[src/rtl/sobel_magnitude.sv]
// sobel_magnitude: streams GX/GY RAMs and writes saturated |GX|+|GY| per pixel to M_RAM (MAG_THRESHOLD_EN selects a binary edge map)
module sobel_magnitude #(
  parameter int width      = 8,
  parameter int depth_bits = 14,
  parameter int num_pixels = 15876,
  parameter int THRESHOLD  = 64
) (
  input  logic                  clk,
  input  logic                  rst,
  input  logic                  Start,
  output logic                  Done,
  output logic                  GX_read_en,
  output logic [depth_bits-1:0] GX_read_address,
  input  logic [width-1:0]      GX_read_data_out,
  output logic                  GY_read_en,
  output logic [depth_bits-1:0] GY_read_address,
  input  logic [width-1:0]      GY_read_data_out,
  output logic                  M_write_en,
  output logic [depth_bits-1:0] M_write_address,
  output logic [width-1:0]      M_write_data_in
);
  localparam logic [1:0] IDLE  = 2'd0;
  localparam logic [1:0] RUN   = 2'd1;
  localparam logic [1:0] DRAIN = 2'd2;
  localparam logic [1:0] DONE  = 2'd3;
  localparam logic [depth_bits-1:0] LAST_ADDR = depth_bits'(num_pixels - 1);
`ifdef MAG_THRESHOLD_EN
  localparam bit thr_en = 1'b1;
`else
  localparam bit thr_en = 1'b0;
`endif
  logic [1:0]            state_q, state_d;
  logic                  rd_en_q, rd_en_d;
  logic [depth_bits-1:0] rd_addr_q, rd_addr_d;
  logic                  s0_valid_q, s0_valid_d;
  logic [depth_bits-1:0] s0_addr_q, s0_addr_d;
  logic                  we_q, we_d;
  logic [depth_bits-1:0] waddr_q, waddr_d;
  logic [width-1:0]      wdata_q, wdata_d;
  logic                  done_q, done_d;
  logic [width:0]        gx_ext, gy_ext, abs_gx, abs_gy;
  logic [width+1:0]      sum;
  logic [width-1:0]      sat, mag;
  assign Done            = done_q;
  assign GX_read_en      = rd_en_q;
  assign GY_read_en      = rd_en_q;
  assign GX_read_address = rd_addr_q;
  assign GY_read_address = rd_addr_q;
  assign M_write_en      = we_q;
  assign M_write_address = waddr_q;
  assign M_write_data_in = wdata_q;
  // magnitude datapath, FSM and pipeline next-state
  always_comb begin
    gx_ext     = {GX_read_data_out[width-1], GX_read_data_out};
    gy_ext     = {GY_read_data_out[width-1], GY_read_data_out};
    abs_gx     = gx_ext[width] ? -gx_ext : gx_ext;
    abs_gy     = gy_ext[width] ? -gy_ext : gy_ext;
    sum        = {1'b0, abs_gx} + {1'b0, abs_gy};
    sat        = (sum > (width+2)'((1 << width) - 1)) ? '1 : sum[width-1:0];
    mag        = !thr_en ? sat : (sat >= width'(THRESHOLD)) ? '1 : '0;
    state_d    = state_q;
    rd_en_d    = rd_en_q;
    rd_addr_d  = rd_addr_q;
    done_d     = 1'b0;
    s0_valid_d = rd_en_q;
    s0_addr_d  = rd_addr_q;
    we_d       = s0_valid_q;
    waddr_d    = s0_valid_q ? s0_addr_q : waddr_q;
    wdata_d    = s0_valid_q ? mag : wdata_q;
    case (state_q)
      IDLE: if (Start) begin
        state_d   = RUN;
        rd_en_d   = 1'b1;
        rd_addr_d = '0;
      end
      RUN: if (rd_addr_q == LAST_ADDR) begin
        state_d = DRAIN;
        rd_en_d = 1'b0;
      end else begin
        rd_addr_d = rd_addr_q + depth_bits'(1);
      end
      DRAIN: if (!s0_valid_q && we_q) begin
        state_d = DONE;
        done_d  = 1'b1;
      end
      default: state_d = IDLE;
    endcase
  end
  // state and pipeline registers with synchronous reset
  always_ff @(posedge clk) begin
    if (rst) begin
      state_q    <= IDLE;
      rd_en_q    <= 1'b0;
      rd_addr_q  <= '0;
      s0_valid_q <= 1'b0;
      s0_addr_q  <= '0;
      we_q       <= 1'b0;
      waddr_q    <= '0;
      wdata_q    <= '0;
      done_q     <= 1'b0;
    end else begin
      state_q    <= state_d;
      rd_en_q    <= rd_en_d;
      rd_addr_q  <= rd_addr_d;
      s0_valid_q <= s0_valid_d;
      s0_addr_q  <= s0_addr_d;
      we_q       <= we_d;
      waddr_q    <= waddr_d;
      wdata_q    <= wdata_d;
      done_q     <= done_d;
    end
  end
endmodule

[config.mk]
export PLATFORM = sky130hd
export DESIGN_NAME = sobel_magnitude
export DESIGN_NICKNAME = d
export VERILOG_FILES = /design/src/rtl/sobel_magnitude.sv
export SDC_FILE = /design/constraint.sdc
export NUM_CORES = 1
export LEC_CHECK = 0
export CELL_PAD_IN_SITES_DETAIL_PLACEMENT = 0
export CELL_PAD_IN_SITES_GLOBAL_PLACEMENT = 1
export CORE_UTILIZATION = 39
export CTS_CLUSTER_DIAMETER = 60
export DETAILED_ROUTE_END_ITERATION = 10
export PLACE_DENSITY = 0.9
export REMOVE_ABC_BUFFERS = 1
export SYNTH_ARGS = -nofsm -noshare
export SYNTH_HDL_FRONTEND = slang
export SYNTH_SLANG_ARGS = --single-unit
[constraint.sdc]
create_clock -name clk -period 5.1 [get_ports clk]
set_clock_uncertainty 0.2 [all_clocks]
set_input_delay 0.765 -clock clk [delete_from_list [all_inputs] [get_ports clk]]
set_output_delay 0.765 -clock clk [all_outputs]
set_load 0.05 [all_outputs]
### Yosys cells after proc, flatten, opt, wreduce, memory -nomap -nowiden

Cells that the tools add are included.

* memories: 0
* memory bits (read-only): 0
* bits in writable memories: 0
* bits in latches: 0
* register bits: 56
* input bits: 19
* word-level logic and storage cells: 44

* mux-type cells: 14
* $mul: 0
* shift-type cells: 0
* bitwise logic cells: 1
* equality and inequality tests: 7
* add/sub/neg operators: 4
* $lt $le $gt $ge: 1
* reduce and logical (&&, ||, !) cells: 8
* div/mod/pow operators: 0

Operator list (count)
* $mux W14: 2
* $pmux W14 S2: 1
* $mux W9: 2
* $neg A9 Y9: 2
* $add A14 B1 Y14 const B: 1
* $eq A14 B14 Y1 const B: 1
* $add A9 B9 Y10: 1
* $gt A10 B8 Y1 const B: 1
* $reduce_and A3 Y1: 3
* $mux W8: 1
* $ne A2 B2 Y1 const B: 4
* $mux W2: 3
* $pmux W2 S3: 1
* $mux W1: 3
* $eq A2 B1 Y1 const B: 1
* $eq A2 B2 Y1 const B: 1
* $logic_not A2 Y1: 1
* $pmux W1 S2: 1
* $reduce_bool A2 Y1: 1
* $reduce_or A2 Y1: 1
* $logic_and A1 B1 Y1: 1
* $logic_not A1 Y1: 1
* $not A1 Y1: 1

### Depth between registers and ports, before layout

Gate-level depths: netlist (run 1).

* word-level depth: 5
* gate-level depth with buffers: 11

### Worst setup path after synthesis (run 1)

No wires, ideal clock.

* path kind: input port to flip-flop
* from: in GX_read_data_out[2]
* to: reg wdata_q[6], in the netlist M_write_data_in[6]
* path slack: 2159 ps
* setup time: 86 ps
* stages on the path: 9
* arrival: 2655 ps
* cell sequence: or3_1 > o31ai_1 > xnor2_1 > ha_1 > o211ai_1 > a21oi_1 > o211ai_1 > o2bb2ai_2 > a211oi_1

* word-level cells in the longest chain between the ends: 5

RTL lines
* from (decl): line 14 `input logic [width-1:0] GX_read_data_out,`
* $neg A9 Y9: line 56 `abs_gx = gx_ext[width] ? -gx_ext : gx_ext;`
* $mux W9 (*): line 56
* $add A9 B9 Y10 (*): line 58 `sum = {1'b0, abs_gx} + {1'b0, abs_gy};`
* $gt A10 B8 Y1: line 59 `sat = (sum > (width+2)'((1 << width) - 1)) ? '1 : sum[width-1:0];`
* $mux W8 (*): line 59
* to (signal assigned): line 109 `wdata_q <= wdata_d;`
* to (decl): line 39 `logic [width-1:0] wdata_q, wdata_d;`

Every way passes the cells marked *; elsewhere a longest branch is shown, timed or not.
A chain may end at the register's enable or synchronous reset.

### Worst setup path in the final report (run 1)

* from: in GY_read_data_out[2]
* to: reg wdata_q[6], in the netlist M_write_data_in[6]

* word-level cells in the longest chain between the ends: 5

RTL lines
* from (decl): line 17 `input logic [width-1:0] GY_read_data_out,`
* $neg A9 Y9: line 57 `abs_gy = gy_ext[width] ? -gy_ext : gy_ext;`
* $mux W9 (*): line 57
* $add A9 B9 Y10 (*): line 58
* $gt A10 B8 Y1: line 59
* $mux W8 (*): line 59

Marks and branches as above.

==> results.sh, run 1 <==
export IMPL_outcome="finished clean"
export IMPL_nNetsFinal=397
export IMPL_die_area_mm2=0.00750
export IMPL_clk_latency_ns=0.31
export IMPL_cp_top_family="compound AO/OA/AOI/OAI gates"
export IMPL_synth_area_leaders="dfxtp_1 40%, ha_1 6.7%, mux2i_1 5.4%"
export IMPL_grt_pass1_vias=1968
export IMPL_postCtsHoldBufs=0
export IMPL_rsz0062_at_grt="false"
export IMPL_die_w_um=86.6
export IMPL_ios=73
export IMPL_initial_utilization=0.407
export IMPL_required_ns=5.12
export IMPL_post_cts_buffers=0
export IMPL_p_total_mw=1.12
export IMPL_cts_root_buffer="clkbuf_8"
export IMPL_crit_top_cell="o211ai_1"
export IMPL_routed_wirelength_um=5480
export IMPL_dr_pass1_iters=4
export IMPL_place_congestion=0.781
export IMPL_track_usage=0.157
export IMPL_clock_sinks=56
export IMPL_drive_gt1_frac=0.0413
export IMPL_core_mm2=0.00687
export IMPL_synth_top_area_frac=0.401
export IMPL_synth_async_reset_ratio=0
export IMPL_drv_cap=0
export IMPL_route_detailed_drc=0
export IMPL_crit_buf_inv=1
export IMPL_crit_type="input pin to flop"
export IMPL_cp_max_fo=8
export IMPL_hold_violations=0
export IMPL_synthTopCellsByCount="56 x dfxtp_1, 40 x nor2_1, 17 x nor2b_1, 17 x xnor2_1, 16 x inv_1"
export IMPL_critical_path_endpoint_type="flop"
export IMPL_whs_ns=0.268
export IMPL_maxSlewViolCount=0
export IMPL_ys_ff_latch=56
export IMPL_vias=2186
export IMPL_drt_iter0_drc=63
export IMPL_area_delta_synth_final_pct=28.4
export IMPL_cp_cell_sequence="clkdlybuf4s50_1 > or3_1 > o31ai_1 > xnor2_1 > ha_1 > o211ai_1 > a21oi_1 > o211ai_1 > o2bb2ai_2 > a211oi_1"
export IMPL_ys_seq_area_frac=0.401
export IMPL_relSlewSlack=0.478
export IMPL_finalSetupViolations=0
export IMPL_clockBufferDepth=2
export IMPL_postRouteAntennaNets=0
export IMPL_synthCells=305
export IMPL_fill_cells=648
export IMPL_synth_most_common_cell="dfxtp_1"
export IMPL_cts_tree="built"
export IMPL_std_cell_rows=30
export IMPL_synth_area_mm2=0.00279
export IMPL_crit_arrival_ns=3.37
export IMPL_dp_hpwl_um=4120
export IMPL_fin_crit_sh=0.655
export IMPL_period_minus_slack_ns=3.34
export IMPL_cp_start_kind="input pin"
export IMPL_tightest_slew_ns=0.783
export IMPL_p_leak_nw=1.33
export IMPL_irDropWorstVdd_mv=0.159
export IMPL_syn_area_per_cell_um2=9.16
export IMPL_grt_ovfl_total=0
export IMPL_postCtsResizedCells=0
export IMPL_wl_per_cell_um=11.9
export IMPL_ys_types=45
export IMPL_antenna_found_initial=0
export IMPL_slowest_stage="clkdlybuf4s50_1"
export IMPL_portBuffers=72
export IMPL_place_inst=451
export IMPL_slowest_delay_ns=0.44
export IMPL_setup_tns_ns=0
export IMPL_synth_area_leader_cell="dfxtp_1"
export IMPL_via_per_inst=4.76
export IMPL_hold_path_class="flop to flop"
export IMPL_layout_cells_non_filler=459
export IMPL_p_per_area_mw_per_mm2=312
export IMPL_die_h_um=86.6
export IMPL_synth_edf_count=0
export IMPL_cts_buffers_inserted=5
export IMPL_grt_pass1_wl_um=9260
export IMPL_fmax_mhz=299
export IMPL_yosys_warnings=0
export IMPL_antenna_cells=0
export IMPL_cts_max_level=2
export IMPL_grt_start_max_net_pins=47
export IMPL_clkTransAtPathRegs_ns=0.09
export IMPL_synth_ff_type="dfxtp_1"
final timing paths:
| kind | start | end | slack (ns) | cells after the start |
|---|---|---|---|---|
| worst min register to register | s0_addr_q[10] | M_write_address[10] | 0.27 | 2 |
| worst max register to register | GX_read_address[0] | state_q[1] | 3.00 | 6 |
| worst max-delay path | GY_read_data_out[2] | M_write_data_in[6] | 1.76 | 10 |
| worst min-delay path | s0_addr_q[10] | M_write_address[10] | 0.27 | 2 |
cell usage in the layout (no fill, tap or decap), types with 2 or more instances in the layout:
cell type        count
nand2_1             12
clkbuf_8             6
a21o_1               3
o211ai_1             2
ha_1                15
clkdlybuf4s50_1     71
nor2_1              40
a211oi_1            11
nand4_1              2
xnor2_1             17
or3_1                5
mux2i_1             15
conb_1               2
nor3_1               5
dfxtp_1             56
nor2b_1             17
a21oi_1              7
xor2_1               8
nand3_1              4
nand2b_1             9
and4_1               2
inv_1               16
and3_1               3
o21ai_0             10
o31ai_1              2
a22oi_1              2
registers in the layout (all words and copies together), names as in the netlist:
signal           cells
GX_read_address     14
M_write_address     14
s0_addr_q           14
M_write_data_in      8
state_q              2
Done                 1
GX_read_en           1
M_write_en           1
s0_valid_q           1
tightest hold or removal path: stages, from the launching register on:
cell	delay, ns
dfxtp_1	0.32
mux2i_1	0.06
nor2_1	0.07
cell families after synthesis:
family	synth area share
other	0.00134
AO/OA/AOI/OAI	0.108
buffers and inverters	0.0744
flip-flops	0.401
multiplexers	0.0578
adder cells (fa/ha/maj)	0.0744
AND/OR/NAND/NOR	0.204
XOR/XNOR	0.0784
per-stage QoR:
step | setup WS, ns | instance area [um^2] | util
after floorplan | 2.16 | 2650 | -
after global placement | 1.56 | 3490 | 0.508
after detailed placement | 1.42 | 3490 | 0.508
after CTS | 1.74 | 3590 | 0.522
after global routing | 1.55 | 3590 | 0.522
final | 1.76 | 3590 | 0.522
metal layers:
| metal | wire length, um | GRT usage | up-vias | share of wire |
|---|---|---|---|---|
| met3 | 149 | 0.0286 | 5 | 0.027 |
| met5 | 0 | 0 | - | 0 |
| met1 | 2720 | 0.213 | 1008 | 0.50 |
| li1 | - | - | 1136 | - |
| met2 | 2550 | 0.253 | 37 | 0.47 |
| met4 | 60 | 0.0500 | 0 | 0.011 |
where the power goes:
part           switching, mW  leakage [nW]  internal, mW  total [mW]
clock                  0.137        0.0445         0.111       0.247
sequential            0.0194         0.453         0.465       0.484
combinational          0.234         0.835         0.154       0.387
total                  0.390          1.33         0.729        1.12
area by class of cell:
cell class,instances,area [um^2],area share
clock buffers,7,86.3,0.0241
inverters,16,60.1,0.0167
well taps,96,120,0.0335
multi-input cells,210,1470,0.409
flip-flops and latches,56,1120,0.313
clock inverters,1,7.51,0.00209
repair buffers,73,723,0.202
Note: power is estimated with default switching activity, not from simulation.
==> run 2, diff against run 1 <==
CORE_UTILIZATION = 36   (was 39)
PLACE_DENSITY = 0.84   (was 0.9)
clock period = 3.2 ns   (was 5.1 ns; I/O delays follow)
==> results.sh, run 2 (synthesis gave the netlist of run 1 again) <==
export IMPL_outcome="finished clean"
export IMPL_core_mm2=0.00737
export IMPL_clockBufferDepth=2
export IMPL_grt_ovfl_total=0
export IMPL_route_detailed_drc=0
export IMPL_clk_latency_ns=0.30
export IMPL_routed_wirelength_um=5730
export IMPL_r2r_end="state_q[1]"
export IMPL_cp_max_fo=8
export IMPL_drt_iter0_drc=118
export IMPL_cts_root_buffer="clkbuf_8"
export IMPL_crit_arrival_ns=2.97
export IMPL_drv_cap=0
export IMPL_track_usage=0.146
export IMPL_postCtsHoldBufs=0
export IMPL_std_cell_rows=31
export IMPL_whs_endpoint="M_write_address[10]"
export IMPL_most_common_layout_cells="71 x clkdlybuf4s50_1, 56 x dfxtp_1, 40 x nor2_1"
export IMPL_antenna_found_initial=0
export IMPL_required_ns=3.21
export IMPL_reg2regPathDepth=6
export IMPL_crit_top_cell="inv_1"
export IMPL_dp_slack_ns=-0.107
export IMPL_cts_buffers_inserted=5
export IMPL_cp_start_kind="input pin"
export IMPL_finalSetupViolations=0
export IMPL_min_path_cells=2
export IMPL_critical_path_endpoint_type="flop"
export IMPL_slowest_stage="clkdlybuf4s50_1"
export IMPL_rrSetupSlack_ns=1.13
export IMPL_place_congestion=0.741
export IMPL_hold_violations=0
export IMPL_initial_utilization=0.379
export IMPL_tightest_slew_ns=0.524
export IMPL_ios=73
export IMPL_via_per_inst=4.66
export IMPL_antenna_cells=0
export IMPL_wl_per_cell_um=12.3
export IMPL_p_leak_nw=1.36
export IMPL_clkTransAtPathRegs_ns=0.09
export IMPL_die_area_mm2=0.00811
export IMPL_irDropWorstVdd_mv=0.331
export IMPL_cts_max_level=2
export IMPL_die_h_um=90.1
export IMPL_setup_ws_ns=0.246
export IMPL_clock_sinks=56
export IMPL_fin_crit_sh=0.923
export IMPL_cts_tree="built"
export IMPL_dp_hpwl_um=4350
export IMPL_portBuffers=72
export IMPL_drive_gt1_frac=0.0518
export IMPL_crit_type="input pin to flop"
export IMPL_vias=2170
export IMPL_hold_start="s0_addr_q[10]"
export IMPL_p_per_area_mw_per_mm2=511
export IMPL_dr_pass1_iters=4
export IMPL_area_delta_synth_final_pct=30.1
export IMPL_slowest_delay_ns=0.50
export IMPL_grt_pass1_wl_um=9860
export IMPL_crit_buf_inv=3
export IMPL_hold_path_class="flop to flop"
export IMPL_nNetsFinal=401
export IMPL_layout_commonest_cell="clkdlybuf4s50_1"
export IMPL_post_cts_buffers=0
export IMPL_relSlewSlack=0.650
export IMPL_maxSlewViolCount=0
export IMPL_die_w_um=90.1
export IMPL_r2r_start="GX_read_address[1]"
export IMPL_cp_cell_sequence="clkdlybuf4s50_1 > inv_1 > ha_1 > nand2_1 > o21ai_0 > inv_1 > fa_1 > nand2b_1 > a21oi_1 > o211ai_1 > o2bb2ai_2 > a211oi_1"
export IMPL_setup_tns_ns=0
export IMPL_postRouteAntennaNets=0
export IMPL_cp_top_family="compound AO/OA/AOI/OAI gates"
export IMPL_period_minus_slack_ns=2.95
export IMPL_rsz0062_at_grt="false"
export IMPL_grt_pass1_vias=2067
export IMPL_fmax_mhz=339
export IMPL_grt_start_max_net_pins=29
export IMPL_postCtsResizedCells=0
==> run 2: cell types whose count changed in the layout (fill, tap and decap cells not counted), sizes merged <==
cell | previous run | this run
bufinv | 0 | 1
clkinv | 0 | 1
buf | 2 | 6
clkinvlp | 1 | 0
clkbuf | 7 | 6
==> run 2: metal layers <==
layer  track usage  wire length [um]  vias up
li1              -                 -     1141
met1         0.196              2810      985
met2         0.247              2700       40
met3        0.0228               172        4
met4        0.0323                47        0
met5             0                 0        -
==> run 2: area by class of cell <==
cell class              count  area, um^2
clock buffers               6        72.6
clock inverters             2        35.0
fillers                   718        3740
inverters                  16        60.1
multi-input cells         210        1470
flip-flops and latches     56        1120
well taps                  99         124
repair buffers             77         753
==> run 2: worst max-delay path by stage <==
stage                              from                 end  cells past startpoint
CTS                 GY_read_data_out[0]  M_write_data_in[2]                     12
detailed placement  GY_read_data_out[0]  M_write_data_in[2]                     12
floorplan           GX_read_data_out[2]  M_write_data_in[0]                      9
global placement    GX_read_data_out[2]  M_write_data_in[6]                     10
finish              GY_read_data_out[0]  M_write_data_in[2]                     12
global route        GX_read_data_out[2]  M_write_data_in[2]                     10
==> run 2: per-stage QoR <==
step | cell area [um^2] | instances | total power, mW | hold slack (ns) | util
final | 3630 | 466 | 1.86 | 0.275 | 0.493
after global routing | 3630 | 466 | 1.96 | 0.288 | 0.493
after CTS | 3630 | 466 | 1.87 | 0.277 | 0.493
after global placement | 3530 | 458 | 1.42 | 0.245 | 0.478
after detailed placement | 3530 | 458 | 1.42 | 0.255 | 0.478
after floorplan | 2650 | 282 | 1.23 | 0.241 | -
==> run 2: where the power goes <==
group / leakage [nW] / total [mW] / switching (mW) / internal (mW)
clock network: 0.0552 / 0.451 / 0.219 / 0.233
registers: 0.453 / 0.772 / 0.0310 / 0.741
logic: 0.854 / 0.635 / 0.380 / 0.255
==> run 2: worst reg2reg max path, cell delays in order (launching register included) <==
cell     delay, ns
dfxtp_1       0.47
ha_1          0.25
nor2b_1       0.18
nand4_1       0.21
a221o_1       0.43
mux2i_1       0.16
nor2_1        0.05
==> run 3, diff against run 2 <==
CORE_UTILIZATION = 39   (was 36)
HOLD_SLACK_MARGIN = 0.06   (was unset)
PLACE_DENSITY = 0.9   (was 0.84)
SLEW_MARGIN = 20   (was unset)
clock period = 3.54 ns   (was 3.2 ns; I/O delays follow)
==> results.sh, run 3 (synthesis gave the netlist of run 1 again) <==
export IMPL_drt_iter0_drc=60
export IMPL_place_congestion=0.798
export IMPL_routed_wirelength_um=5420
export IMPL_postCtsHoldBufs=0
export IMPL_outcome="finished clean"
export IMPL_r2r_end="state_q[1]"
export IMPL_min_path_cells=2
export IMPL_clockBufferDepth=2
export IMPL_most_common_layout_cells="71 x clkdlybuf4s50_1, 56 x dfxtp_1, 40 x nor2_1"
export IMPL_reg2regPathDepth=6
export IMPL_grt_ovfl_total=0
export IMPL_layout_cells_non_filler=460
export IMPL_cts_tree="built"
export IMPL_antenna_found_initial=0
export IMPL_drv_cap=0
export IMPL_dp_slack_ns=0.0945
export IMPL_ios=73
export IMPL_rrSetupSlack_ns=1.45
export IMPL_p_per_area_mw_per_mm2=462
export IMPL_drive_gt1_frac=0.0467
export IMPL_r2r_start="GX_read_address[1]"
export IMPL_antenna_cells=0
export IMPL_dp_hpwl_um=4110
export IMPL_core_mm2=0.00687
export IMPL_fmax_mhz=321
export IMPL_fin_crit_sh=0.879
export IMPL_setup_tns_ns=0
export IMPL_finalSetupViolations=0
export IMPL_setup_ws_ns=0.428
export IMPL_vias=2158
export IMPL_cts_root_buffer="clkbuf_8"
export IMPL_clkTransAtPathRegs_ns=0.10
export IMPL_fill_cells=642
export IMPL_clk_latency_ns=0.30
export IMPL_critical_path_endpoint_type="flop"
export IMPL_layout_commonest_cell="clkdlybuf4s50_1"
export IMPL_place_inst=452
export IMPL_maxSlewViolCount=0
export IMPL_placed_cell_area_mm2=0.00350
export IMPL_grt_start_max_net_pins=30
export IMPL_hold_violations=0
export IMPL_period_minus_slack_ns=3.11
export IMPL_utilization=0.526
export IMPL_relSlewSlack=0.646
export IMPL_fin_area_mm2=0.00361
export IMPL_via_per_inst=4.69
export IMPL_post_cts_buffers=0
export IMPL_area_delta_synth_final_pct=29.3
export IMPL_wl_per_cell_um=11.8
export IMPL_initial_utilization=0.407
export IMPL_cp_max_fo=8
export IMPL_std_cell_rows=30
export IMPL_nNetsFinal=398
export IMPL_die_w_um=86.6
export IMPL_multiInputGateArea_mm2=0.00147
export IMPL_grt_pass1_vias=1919
export IMPL_cts_buffers_inserted=5
export IMPL_register_area_mm2=0.00112
export IMPL_clock_sinks=56
export IMPL_tightest_slew_ns=0.530
export IMPL_die_area_mm2=0.00750
export IMPL_hold_start="s0_addr_q[10]"
export IMPL_whs_ns=0.273
export IMPL_postCtsResizedCells=0
export IMPL_irDropWorstVdd_mv=0.282
export IMPL_crit_type="input pin to flop"
export IMPL_whs_endpoint="M_write_address[10]"
export IMPL_p_leak_nw=1.35
export IMPL_cp_start_kind="input pin"
export IMPL_postRouteAntennaNets=0
export IMPL_route_detailed_drc=0
export IMPL_track_usage=0.149
export IMPL_grt_pass1_wl_um=8910
export IMPL_dr_pass1_iters=4
export IMPL_required_ns=3.57
export IMPL_hold_path_class="flop to flop"
export IMPL_rsz0062_at_grt="false"
export IMPL_p_total_mw=1.67
export IMPL_portBuffers=72
export IMPL_cts_max_level=2
export IMPL_die_h_um=86.6
export IMPL_crit_arrival_ns=3.14
[run 3: worst max-delay path by stage]
stage	startpoint	to	slack, ns	depth (start not counted)
finish	GX_read_data_out[2]	M_write_data_in[0]	0.43	10
global route	GX_read_data_out[2]	M_write_data_in[0]	0.22	10
CTS	GY_read_data_out[2]	M_write_data_in[0]	0.41	10
detailed placement	GY_read_data_out[2]	M_write_data_in[0]	0.09	10
global placement	GX_read_data_out[2]	M_write_data_in[0]	0.24	10
floorplan	GX_read_data_out[2]	M_write_data_in[0]	0.83	9
[run 3: cell type report]
cell class,count,share of cell area
tap,96,0.0333
clock buffer,5,0.0191
inverter,16,0.0166
clock inverter,3,0.0118
timing repair buffer,74,0.202
sequential,56,0.310
multi-input combinational,210,0.406
[run 3: power breakdown]
part | internal, mW | switching (mW) | total [mW]
clock | 0.209 | 0.200 | 0.409
combinational | 0.223 | 0.340 | 0.563
sequential | 0.670 | 0.0272 | 0.697
[run 3: routing by layer]
layer,GRT usage,up-vias,part of all wire
met3,0.0257,2,0.030
met2,0.253,41,0.47
li1,-,1137,-
met4,0.0364,0,0.0044
met1,0.198,978,0.50
met5,0,-,0
[run 3: critical path, stage by stage]
cell,delay (ns)
clkdlybuf4s50_1,0.44
or3_1,0.43
o31ai_1,0.26
xnor2_1,0.11
ha_1,0.41
o211ai_1,0.12
a21oi_1,0.21
o211ai_1,0.15
o2bb2ai_2,0.21
a211oi_1,0.26
